--- src/rtl/sccb_slave_if.sv ---
// rtl/sccb_slave_if.sv - SCCB pin and register-port bundle for the sccb_slave target
interface sccb_slave_if;
    logic       sccb_e;
    logic       scl_in;
    logic       sda_in;
    logic       sda_out;
    logic       sda_oe;
    logic [7:0] reg_addr;
    logic [7:0] reg_wdat;
    logic       reg_we;
    logic       reg_re;
    logic [7:0] reg_rdat;
    logic       busy;
    logic       id_miss;

    modport slave (
        input  sccb_e, scl_in, sda_in, reg_rdat,
        output sda_out, sda_oe, reg_addr, reg_wdat, reg_we, reg_re, busy, id_miss
    );

    modport master (
        output sccb_e, scl_in, sda_in, reg_rdat,
        input  sda_out, sda_oe, reg_addr, reg_wdat, reg_we, reg_re, busy, id_miss
    );
endinterface

--- src/rtl/sccb_slave.sv ---
// rtl/sccb_slave.sv - oversampled SCCB target mapping bus transactions onto a register port
module sccb_slave #(
    parameter logic [6:0] DEV_ID = 7'h48,
    parameter bit         ACK_EN = 1'b1
) (
    input  logic        sys_clk,
    input  logic        rst,
    sccb_slave_if.slave bus
);
    typedef enum logic [3:0] {
        S_IDLE, S_ID, S_ID_X, S_SUB, S_SUB_X,
        S_WDAT, S_WDAT_X, S_RDAT, S_RDAT_X, S_IGNORE
    } state_t;

    state_t     state_q, state_d;
    logic       scl_s1_q, scl_s1_d, scl_s2_q, scl_s2_d, scl_dl_q, scl_dl_d;
    logic       sda_s1_q, sda_s1_d, sda_s2_q, sda_s2_d, sda_dl_q, sda_dl_d;
    logic [2:0] bit_cnt_q, bit_cnt_d;
    logic [7:0] shift_q, shift_d;
    logic       rd_q, rd_d;
    logic [7:0] reg_addr_q, reg_addr_d;
    logic [7:0] reg_wdat_q, reg_wdat_d;
    logic       reg_we_q, reg_we_d;
    logic       reg_re_q, reg_re_d;
    logic       sda_oe_q, sda_oe_d;
    logic       sda_out_q, sda_out_d;
    logic       id_miss_q, id_miss_d;
    logic [7:0] byte_in;

    // Bus events on the synchronized pins; START/STOP need scl high on both samples.
    logic scl_rise, scl_fall, bus_start, bus_stop;
    assign scl_rise  = scl_s2_q & ~scl_dl_q;
    assign scl_fall  = ~scl_s2_q & scl_dl_q;
    assign bus_start = scl_s2_q & scl_dl_q & sda_dl_q & ~sda_s2_q;
    assign bus_stop  = scl_s2_q & scl_dl_q & ~sda_dl_q & sda_s2_q;

    // State register; synchronizers reset to the idle-high bus level to avoid a false START.
    always_ff @(posedge sys_clk) begin
        if (!rst) begin
            state_q    <= S_IDLE;
            scl_s1_q   <= 1'b1;
            scl_s2_q   <= 1'b1;
            scl_dl_q   <= 1'b1;
            sda_s1_q   <= 1'b1;
            sda_s2_q   <= 1'b1;
            sda_dl_q   <= 1'b1;
            bit_cnt_q  <= 3'd0;
            shift_q    <= 8'h00;
            rd_q       <= 1'b0;
            reg_addr_q <= 8'h00;
            reg_wdat_q <= 8'h00;
            reg_we_q   <= 1'b0;
            reg_re_q   <= 1'b0;
            sda_oe_q   <= 1'b0;
            sda_out_q  <= 1'b0;
            id_miss_q  <= 1'b0;
        end else begin
            state_q    <= state_d;
            scl_s1_q   <= scl_s1_d;
            scl_s2_q   <= scl_s2_d;
            scl_dl_q   <= scl_dl_d;
            sda_s1_q   <= sda_s1_d;
            sda_s2_q   <= sda_s2_d;
            sda_dl_q   <= sda_dl_d;
            bit_cnt_q  <= bit_cnt_d;
            shift_q    <= shift_d;
            rd_q       <= rd_d;
            reg_addr_q <= reg_addr_d;
            reg_wdat_q <= reg_wdat_d;
            reg_we_q   <= reg_we_d;
            reg_re_q   <= reg_re_d;
            sda_oe_q   <= sda_oe_d;
            sda_out_q  <= sda_out_d;
            id_miss_q  <= id_miss_d;
        end
    end

    // Next-state: abort conditions first, then sda drive on scl falls, bit sampling on scl rises.
    always_comb begin
        state_d    = state_q;
        scl_s1_d   = bus.scl_in;
        scl_s2_d   = scl_s1_q;
        scl_dl_d   = scl_s2_q;
        sda_s1_d   = bus.sda_in;
        sda_s2_d   = sda_s1_q;
        sda_dl_d   = sda_s2_q;
        bit_cnt_d  = bit_cnt_q;
        shift_d    = shift_q;
        rd_d       = rd_q;
        reg_addr_d = reg_addr_q;
        reg_wdat_d = reg_wdat_q;
        reg_we_d   = 1'b0;
        reg_re_d   = 1'b0;
        sda_oe_d   = sda_oe_q;
        sda_out_d  = sda_out_q;
        id_miss_d  = 1'b0;
        byte_in    = {shift_q[6:0], sda_s2_q};

        // Read data arrives one cycle after the strobe.
        if (reg_re_q) begin
            shift_d = bus.reg_rdat;
        end
        // Post-increment the pointer once the write strobe has been seen with the old address.
        if (reg_we_q && (state_q == S_WDAT_X)) begin
            reg_addr_d = reg_addr_q + 8'd1;
        end

        if (bus.sccb_e || bus_stop) begin
            state_d   = S_IDLE;
            bit_cnt_d = 3'd0;
            sda_oe_d  = 1'b0;
            sda_out_d = 1'b0;
        end else if (bus_start) begin
            state_d   = S_ID;
            bit_cnt_d = 3'd0;
            sda_oe_d  = 1'b0;
            sda_out_d = 1'b0;
        end else begin
            if (scl_fall) begin
                sda_oe_d  = 1'b0;
                sda_out_d = 1'b0;
                case (state_q)
                    S_ID_X:            sda_oe_d = ACK_EN && !rd_q;
                    S_SUB_X, S_WDAT_X: sda_oe_d = ACK_EN;
                    S_RDAT: begin
                        sda_oe_d  = 1'b1;
                        sda_out_d = shift_q[7];
                        shift_d   = {shift_q[6:0], 1'b0};
                    end
                    default: ;
                endcase
            end
            if (scl_rise) begin
                case (state_q)
                    S_ID, S_SUB, S_WDAT: begin
                        shift_d   = byte_in;
                        bit_cnt_d = bit_cnt_q + 3'd1;
                        if (bit_cnt_q == 3'd7) begin
                            if (state_q == S_ID) begin
                                if (byte_in[7:1] != DEV_ID) begin
                                    id_miss_d = 1'b1;
                                    state_d   = S_IGNORE;
                                end else begin
                                    rd_d    = byte_in[0];
                                    state_d = S_ID_X;
                                end
                            end else if (state_q == S_SUB) begin
                                reg_addr_d = byte_in;
                                state_d    = S_SUB_X;
                            end else begin
                                reg_wdat_d = byte_in;
                                reg_we_d   = 1'b1;
                                state_d    = S_WDAT_X;
                            end
                        end
                    end
                    S_ID_X: begin
                        if (rd_q) begin
                            reg_re_d  = 1'b1;
                            bit_cnt_d = 3'd0;
                            state_d   = S_RDAT;
                        end else begin
                            state_d = S_SUB;
                        end
                    end
                    S_SUB_X, S_WDAT_X: state_d = S_WDAT;
                    S_RDAT: begin
                        bit_cnt_d = bit_cnt_q + 3'd1;
                        if (bit_cnt_q == 3'd7) begin
                            state_d = S_RDAT_X;
                        end
                    end
                    S_RDAT_X: begin
                        if (!sda_s2_q) begin
                            reg_addr_d = reg_addr_q + 8'd1;
                            reg_re_d   = 1'b1;
                            bit_cnt_d  = 3'd0;
                            state_d    = S_RDAT;
                        end else begin
                            state_d = S_IGNORE;
                        end
                    end
                    default: ;
                endcase
            end
        end
    end

    assign bus.sda_out  = sda_out_q;
    assign bus.sda_oe   = sda_oe_q;
    assign bus.reg_addr = reg_addr_q;
    assign bus.reg_wdat = reg_wdat_q;
    assign bus.reg_we   = reg_we_q;
    assign bus.reg_re   = reg_re_q;
    assign bus.busy     = (state_q != S_IDLE);
    assign bus.id_miss  = id_miss_q;
endmodule

--- src/flat_wrapper.sv ---
// flat-port wrapper written by rule: the top's interface ports become plain ports
module sccb_slave_flat 
#(
    parameter logic [6:0] DEV_ID = 7'h48,
    parameter bit         ACK_EN = 1'b1
)
  (sys_clk, rst, bus_sccb_e, bus_scl_in, bus_sda_in, bus_reg_rdat, bus_sda_out, bus_sda_oe, bus_reg_addr, bus_reg_wdat, bus_reg_we, bus_reg_re, bus_busy, bus_id_miss);
  sccb_slave_if bus_i ();
  input  logic sys_clk;
  input  logic rst;
  input wire logic [$bits(bus_i.sccb_e)-1:0] bus_sccb_e;
  input wire logic [$bits(bus_i.scl_in)-1:0] bus_scl_in;
  input wire logic [$bits(bus_i.sda_in)-1:0] bus_sda_in;
  input wire logic [$bits(bus_i.reg_rdat)-1:0] bus_reg_rdat;
  output wire logic [$bits(bus_i.sda_out)-1:0] bus_sda_out;
  output wire logic [$bits(bus_i.sda_oe)-1:0] bus_sda_oe;
  output wire logic [$bits(bus_i.reg_addr)-1:0] bus_reg_addr;
  output wire logic [$bits(bus_i.reg_wdat)-1:0] bus_reg_wdat;
  output wire logic [$bits(bus_i.reg_we)-1:0] bus_reg_we;
  output wire logic [$bits(bus_i.reg_re)-1:0] bus_reg_re;
  output wire logic [$bits(bus_i.busy)-1:0] bus_busy;
  output wire logic [$bits(bus_i.id_miss)-1:0] bus_id_miss;
  assign bus_i.sccb_e = bus_sccb_e;
  assign bus_i.scl_in = bus_scl_in;
  assign bus_i.sda_in = bus_sda_in;
  assign bus_i.reg_rdat = bus_reg_rdat;
  assign bus_sda_out = bus_i.sda_out;
  assign bus_sda_oe = bus_i.sda_oe;
  assign bus_reg_addr = bus_i.reg_addr;
  assign bus_reg_wdat = bus_i.reg_wdat;
  assign bus_reg_we = bus_i.reg_we;
  assign bus_reg_re = bus_i.reg_re;
  assign bus_busy = bus_i.busy;
  assign bus_id_miss = bus_i.id_miss;
  sccb_slave #(.DEV_ID(DEV_ID), .ACK_EN(ACK_EN)) u_core (.sys_clk(sys_clk), .rst(rst), .bus(bus_i));
endmodule
--- config.mk ---
export PLATFORM = sky130hd
export DESIGN_NAME = sccb_slave_flat
export DESIGN_NICKNAME = d
export VERILOG_FILES = /design/src/rtl/sccb_slave_if.sv /design/src/rtl/sccb_slave.sv /design/src/flat_wrapper.sv
export SDC_FILE = /design/constraint.sdc
export NUM_CORES = 1
export LEC_CHECK = 0
export CAP_MARGIN = 20
export CORE_MARGIN = 2
export CORE_UTILIZATION = 48
export DETAILED_ROUTE_END_ITERATION = 16
export GPL_TIMING_DRIVEN = 0
export MAX_ROUTING_LAYER = met4
export PLACE_DENSITY = 0.82
export SETUP_SLACK_MARGIN = 0.05
export SYNTH_ARGS = -nofsm -noshare
export SYNTH_HDL_FRONTEND = slang
export SYNTH_SLANG_ARGS = --single-unit
--- constraint.sdc ---
create_clock -name sys_clk -period 1.7 [get_ports sys_clk]
set_clock_uncertainty 0.15 [all_clocks]
set_input_delay 0.255 -clock sys_clk [delete_from_list [all_inputs] [get_ports sys_clk]]
set_output_delay 0.255 -clock sys_clk [all_outputs]
set_load 0.05 [all_outputs]
==> run metrics, run 1 <==
antenna cell count=0; delay-heaviest family, CP=simple AND/OR/NAND/NOR gates; peak supply drop=0.000678 V; Tot Pwr=0.00179 W; Sw Share=24.7%; fin. max-slew vios=0; top cell type's share of synthesized area=37.8%; P_leak=1.36 nW; fin crit share=120%; DR iter-0 viols=260; power per cell area=516 nW/µm²; TritonCTS clock tree=yes; min setup slack post-route=-0.334 ns; Min Hold Slack=0.262 ns; switching pwr=0.000442 W; register bit count reported by yosys=43; Skew-Pair Late Insertion Delay=0.31 ns; multi-input logic area=1680 µm²; die extent in y=72.8 µm; failing checks=setup timing; top_reg_cell synth=dfxtp_1; drt via density=6.19; die area=5310 µm²; CTS Buf Count=5; DRT Wirelength=7.47 mm; commonest non-fill, non-tap cell in the layout=dfxtp_1; Mapped Cells=261; vias in the first global route=2135; Slowest-stage cell, CP=or4b_4; register area share after synthesis=37.8%; Pre-antenna DRT Iters=7; final setup fails=30; worst hold-check path type=reg -> reg; Worst Path Required=1.72 ns; HPWL after DPL=4.05 mm; max incr delay on CP=0.50 ns; H-tree depth=2; CP Class=reg -> reg; Synth cell types=51; antenna viol nets, final=0; relative slew slack=63.7%; layout cells sized above 1=40.4%; GRT Overall Usage=26.9%; fmax=492 MHz; Core Area=4660 µm²; critical path launch point type=flop; Total Nets Final=344; Synth area leader=dfxtp_1; Tmin final=2.03 ns; crit-path max FO=9; warnings from Yosys=0; asr flop ratio synth=0%; Sink Count=43; fill count=299; WP data arrival=2.05 ns; starting density of the core=48.8%; Comb pwr share=6.4%; total gr overflow=0; post-synthesis to final-layout area growth=52.4%; I/O pin count=35; Non-Filler Instances=383; Clock Tree Root=clkbuf_8; Least-Margin Pin Slew=0.547 ns; RSZ-0062 raised after global routing=true; DR vias=2369; # rows=25; initial antenna violation count=0; number of remaining DRC errors=0; top cells by area, synth=dfxtp_1, mux2i_1, nor2_1; most frequent cells in the layout=dfxtp_1, nor2_1, buf_4; Syn Nets=277; largest net degree at the start of global routing=14; MaxCap Viol Count=0; Internal Power=0.00135 W; worst-case clock buffer depth=2; Critical path buffers and inverters=2; Worst Setup End Kind=flop; IO buf count=34; Syn Std Cell Area=2270 µm²; sequential power share=56.5%; EDFF count, synth=0; cts hold-fix bufs=0; cells along the critical path=buf_6, and4bb_4, nand2_2, or4b_4, buf_8, mux2i_1, nor2_1; DR WL/cell=19.5 µm; clock group share of total power=37.1%; sequential cell area=895 µm²; Final GP Congestion=0.941; Reg clk slew, reported paths=0.09 ns; final hold violations=0; status=finished, violations left; Cells after DPL=349; first-pass GRT wire length=10.5 mm; average size of a mapped cell=8.72 µm²; die width=72.8 µm
[per-stage QoR]
step / instance area [µm²] / setup slack, ns / setup TNS (ns) / util [%]
after floorplan: 2380 / -0.172 / -1.49 / -
after global placement: 2790 / -0.937 / -20.80 / 59.8
after detailed placement: 2790 / -0.950 / -21.47 / 59.8
after CTS: 3230 / -0.301 / -4.50 / 69.3
after global routing: 3470 / -0.403 / -6.09 / 74.4
final: 3470 / -0.334 / -4.24 / 74.4
[logic make-up after synthesis]
kind of cell,synth area share (%)
compound gates,18.3
xor+xnor,5.01
fa+ha+maj,1.65
buf+inv,4.29
flops,37.8
mux,8.42
simple gates,24.5
[metal layers]
layer  wire [µm]  track usage [%]
met4         291             8.44
met5           0                -
met1        3060             34.5
met2        3610             42.9
met3         509             5.11
[path summary, 6_finish.rpt]
path	startpoint	end	slack, ns	cells after the start
worst max register to register	u_core.state_q[3]	u_core.bus.reg_wdat[0]	-0.33	7
worst min-delay path	u_core.sda_s1_q	u_core.sda_dl_d	0.26	1
worst max-delay path	u_core.state_q[3]	u_core.bus.reg_wdat[0]	-0.33	7
worst min register to register	u_core.sda_s1_q	u_core.sda_dl_d	0.26	1
[synthesized netlist by cell type (all sizes together), types with 2 or more instances]
library cell,n
nand3,7
buf,10
nor3b,2
nand2b,14
ha,3
xor2,7
a22oi,9
a31oi,2
o22ai,9
nor2,34
o21ai,4
nor2b,9
or2,3
dfxtp,43
or3,2
nand2,17
mux2i,18
xnor2,6
a211oi,7
inv,2
nor3,5
clkbuf,7
nor4b,3
a311oi,2
o221ai,2
nand4,2
a21oi,13
[flip-flops by register name, indices dropped and copies added (netlist names), 3 cells and up]
name / count
u_core.state_q: 4
u_core.shift_q: 8
u_core.bit_cnt_q: 3
u_core.bus.reg_addr: 8
u_core.bus.reg_wdat: 8
[power by group through the flow]
stage               Combinational (W)  Sequential [W]  Clock, W
floorplan                   0.0000457         0.00104         0
global placement            0.0000926         0.00104         0
detailed placement          0.0000932         0.00104         0
CTS                          0.000104         0.00102  0.000665
global route                 0.000120         0.00101  0.000702
finish                       0.000114         0.00101  0.000664
[cell type report]
class | count | area share (%)
buffer | 16 | 4.51
clock buffer | 6 | 2.09
clock inverter | 2 | 0.361
inverter | 3 | 0.361
multi-input combinational | 198 | 48.4
sequential | 43 | 25.8
tap | 54 | 1.95
timing repair buffer | 61 | 16.5
[repair_timing]
| action | in CTS | in global routing |
|---|---|---|
| hold endpoints to repair | 0 | 0 |
| endpoints found under the setup margin | 59 | 41 |
| pin swaps | 16 | 18 |
| setup buffers | 18 | 10 |
| gates resized for setup | 87 | 70 |
| cloned | 2 | 0 |
[worst reg2reg max path, delay by kind of cell (launching register included)]
family / cells / cell delay [ns]
buf+inv: 2 / 0.28
flops: 1 / 0.33
mux: 1 / 0.17
simple gates: 4 / 0.97
(Power assumes the default switching activity.)
==> inputs of run 2 (changes only) <==
--- a/config.mk
+++ b/config.mk
@@ -7,11 +7,13 @@
 export LEC_CHECK = 0
 export CAP_MARGIN = 20
 export CORE_MARGIN = 2
-export CORE_UTILIZATION = 48
+export CORE_UTILIZATION = 50
+export CTS_BUF_LIST = sky130_fd_sc_hd__clkbuf_2
+export CTS_CLUSTER_SIZE = 28
 export DETAILED_ROUTE_END_ITERATION = 16
 export GPL_TIMING_DRIVEN = 0
 export MAX_ROUTING_LAYER = met4
-export PLACE_DENSITY = 0.82
+export PLACE_DENSITY = 0.85
 export SETUP_SLACK_MARGIN = 0.05
 export SYNTH_ARGS = -nofsm -noshare
 export SYNTH_HDL_FRONTEND = slang
==> run 2 against run 1 <==
  * The run ends with hold timing, setup timing left
  * Combinational power rose by 4%
  * Sequential power about the same
  * Worst setup slack worse by 0.10 ns
  * Final area decreased by 0.18%
  * Wire length grew 7.3%
  * Global-route usage grew 3.1 points
  * Power fell by 9.1%
  * Final cell count up 0.52%
  * Sequential cell count unchanged
  * Hold slack got worse by 0.27 ns
  * First-iteration DRC count grew 21%
  * Non-clock buffer count up 4
  * Critical endpoint is now bus_busy
==> run metrics, run 2 (same netlist as run 1, synthesis figures left out) <==
fin crit share=126% (+6.1 points); WP data arrival=1.73 ns (-0.32 ns); Least-Margin Pin Slew=0.503 ns (-0.0439 ns); vias in the first global route=2323 (+8.8%); drt via density=6.40 (+3.4%); relative slew slack=66.5% (+2.8 points); DR iter-0 viols=314 (+21%); Skew-Pair Late Insertion Delay=0.48 ns (+0.17 ns); delay-heaviest family, CP=buffers and inverters; total gr overflow=0 (unchanged); IO buf count=34 (unchanged); largest net degree at the start of global routing=14 (unchanged); max incr delay on CP=0.39 ns (-0.11 ns); Clock Tree Root=clkbuf_2; power per cell area=470 nW/µm² (-8.9%); worst-case clock buffer depth=2 (unchanged); clock group share of total power=30.0% (-7.1 points); RSZ-0062 raised after global routing=true; final hold violations=1 (+1); critical path launch point type=flop; die extent in y=71.5 µm (-1.9%); I/O pin count=35 (unchanged); cells along the critical path=clkbuf_4, nor2_4, nand2_1, clkdlybuf4s15_2; post-synthesis to final-layout area growth=52.1%; MaxCap Viol Count=0 (unchanged); die area=5110 µm² (-3.8%); Internal Power=0.00117 W (-13%); most frequent cells in the layout=dfxtp_1, nor2_1, buf_4; crit-path max FO=10 (+1); Total Nets Final=348 (+1.2%); Comb pwr share=7.3% (+0.9 points); min setup slack post-route=-0.438 ns (-0.103 ns); cts hold-fix bufs=0 (unchanged); Sink Count=43 (unchanged); Pre-antenna DRT Iters=5 (-2); DRT Wirelength=8.02 mm (+7.3%); layout cells sized above 1=47.7% (+7.3 points); Tmin final=2.14 ns (+0.103 ns); antenna viol nets, final=0 (unchanged); P_leak=1.34 nW (-1.7%); DR WL/cell=20.8 µm (+6.8%); commonest non-fill, non-tap cell in the layout=dfxtp_1; Hold Path Stages=2 (+1); first-pass GRT wire length=11.5 mm (+9.3%); DR vias=2463 (+4.0%); fill count=272 (-9.0%); R2R cell count=7 (unchanged); peak supply drop=0.000547 V (-19%); TritonCTS clock tree=yes; starting density of the core=52.2% (+3.4 points); stages on the worst setup path=4 (-3); Slowest-stage cell, CP=dfxtp_2; Sw Share=28.0% (+3.3 points); H-tree depth=2 (unchanged); status=finished, violations left; sequential power share=62.6% (+6.1 points); initial antenna violation count=0 (unchanged); GRT Overall Usage=30.0% (+3.1 points); fin. max-slew vios=0 (unchanged); # rows=24 (-4.0%); fmax=468 MHz (-4.8%); Worst Path Required=1.29 ns (-0.43 ns); Reg clk slew, reported paths=0.27 ns (+0.18 ns); HPWL after DPL=4.01 mm (-0.87%); number of remaining DRC errors=0 (unchanged); Core Area=4350 µm² (-6.6%); antenna cell count=0 (unchanged); failing checks=hold timing, setup timing; Critical path buffers and inverters=2 (unchanged); CP Class=reg -> out; Final GP Congestion=0.954 (+1.3%); die width=71.5 µm (-1.9%); final setup fails=34 (+13%); Worst Setup End Kind=output port; worst hold-check path type=in -> reg; CTS Buf Count=5 (unchanged); Setup WS pre-CTS=-0.953 ns (-0.00255 ns); switching pwr=0.000455 W (+3.0%); Min Hold Slack=-0.00417 ns (-0.267 ns)
==> run 2: cell types whose count changed in the layout (fill, tap and decap cells not counted), sizes merged <==
cell | before | now
clkdlybuf4s18 | 0 | 1
dlygate4sd2 | 13 | 0
clkbuf | 14 | 16
buf | 39 | 50
clkdlybuf4s15 | 6 | 9
==> run 2: layout make-up <==
type / instances / area, µm² / area share [%]
well taps: 52 / 65.1 / 1.88
flip-flops and latches: 43 / 891 / 25.7
plain buffers: 16 / 156 / 4.52
multi-input cells: 198 / 1700 / 49.2
clock buffers: 6 / 30.0 / 0.868
inverters: 3 / 12.5 / 0.362
repair buffers: 65 / 592 / 17.1
clock inverters: 2 / 12.5 / 0.362
==> run 2: repair_timing <==
action                                  in CTS  in global routing
setup buffers                               24                  7
endpoints found under the setup margin      59                 48
pin swaps                                   20                 15
gates resized for setup                    150                 64
gates cloned                                 1                  0
==> run 2: per-stage QoR <==
step	utilization [%]	cell area [µm²]	power [W]	std cells	TNS [ns]
2_1_floorplan	-	2380	0.00109	261	-1.49
3_3_place_gp	63.9	2780	0.00113	347	-20.34
3_5_place_dp	63.9	2780	0.00113	347	-21.47
4_1_cts	75.5	3290	0.00159	380	-6.13
5_1_grt	79.5	3460	0.00167	385	-10.11
6_report	79.5	3460	0.00163	385	-8.57
==> run 2: power groups by stage <==
stage / clock network [W] / logic, W / registers (W)
2_1_floorplan: 0 / 0.0000457 / 0.00104
3_5_place_dp: 0 / 0.0000932 / 0.00104
5_1_grt: 0.000525 / 0.000123 / 0.00102
4_1_cts: 0.000462 / 0.000108 / 0.00102
6_report: 0.000488 / 0.000119 / 0.00102
3_3_place_gp: 0 / 0.0000923 / 0.00104
==> run 2: path summary, 6_finish.rpt <==
| check | startpoint | slack (ns) | to |
|---|---|---|---|
| worst max-delay path | u_core.state_q[2] | -0.44 | bus_busy |
| worst min-delay path | rst | -0.004 | u_core.sda_dl_q |
| worst max register to register | u_core.state_q[3] | -0.42 | u_core.bus.reg_wdat[5] |
| worst min register to register | u_core.shift_q[7] | 0.29 | u_core.bus.sda_out |
==> run 2: routing by layer <==
metal | GRT usage (%) | routed length (µm) | part of all wire, %
met1 | 35.9 | 3220 | 40
met2 | 46.9 | 3770 | 47
met3 | 7.59 | 656 | 8.2
met4 | 15.1 | 370 | 4.6
met5 | - | 0 | 0
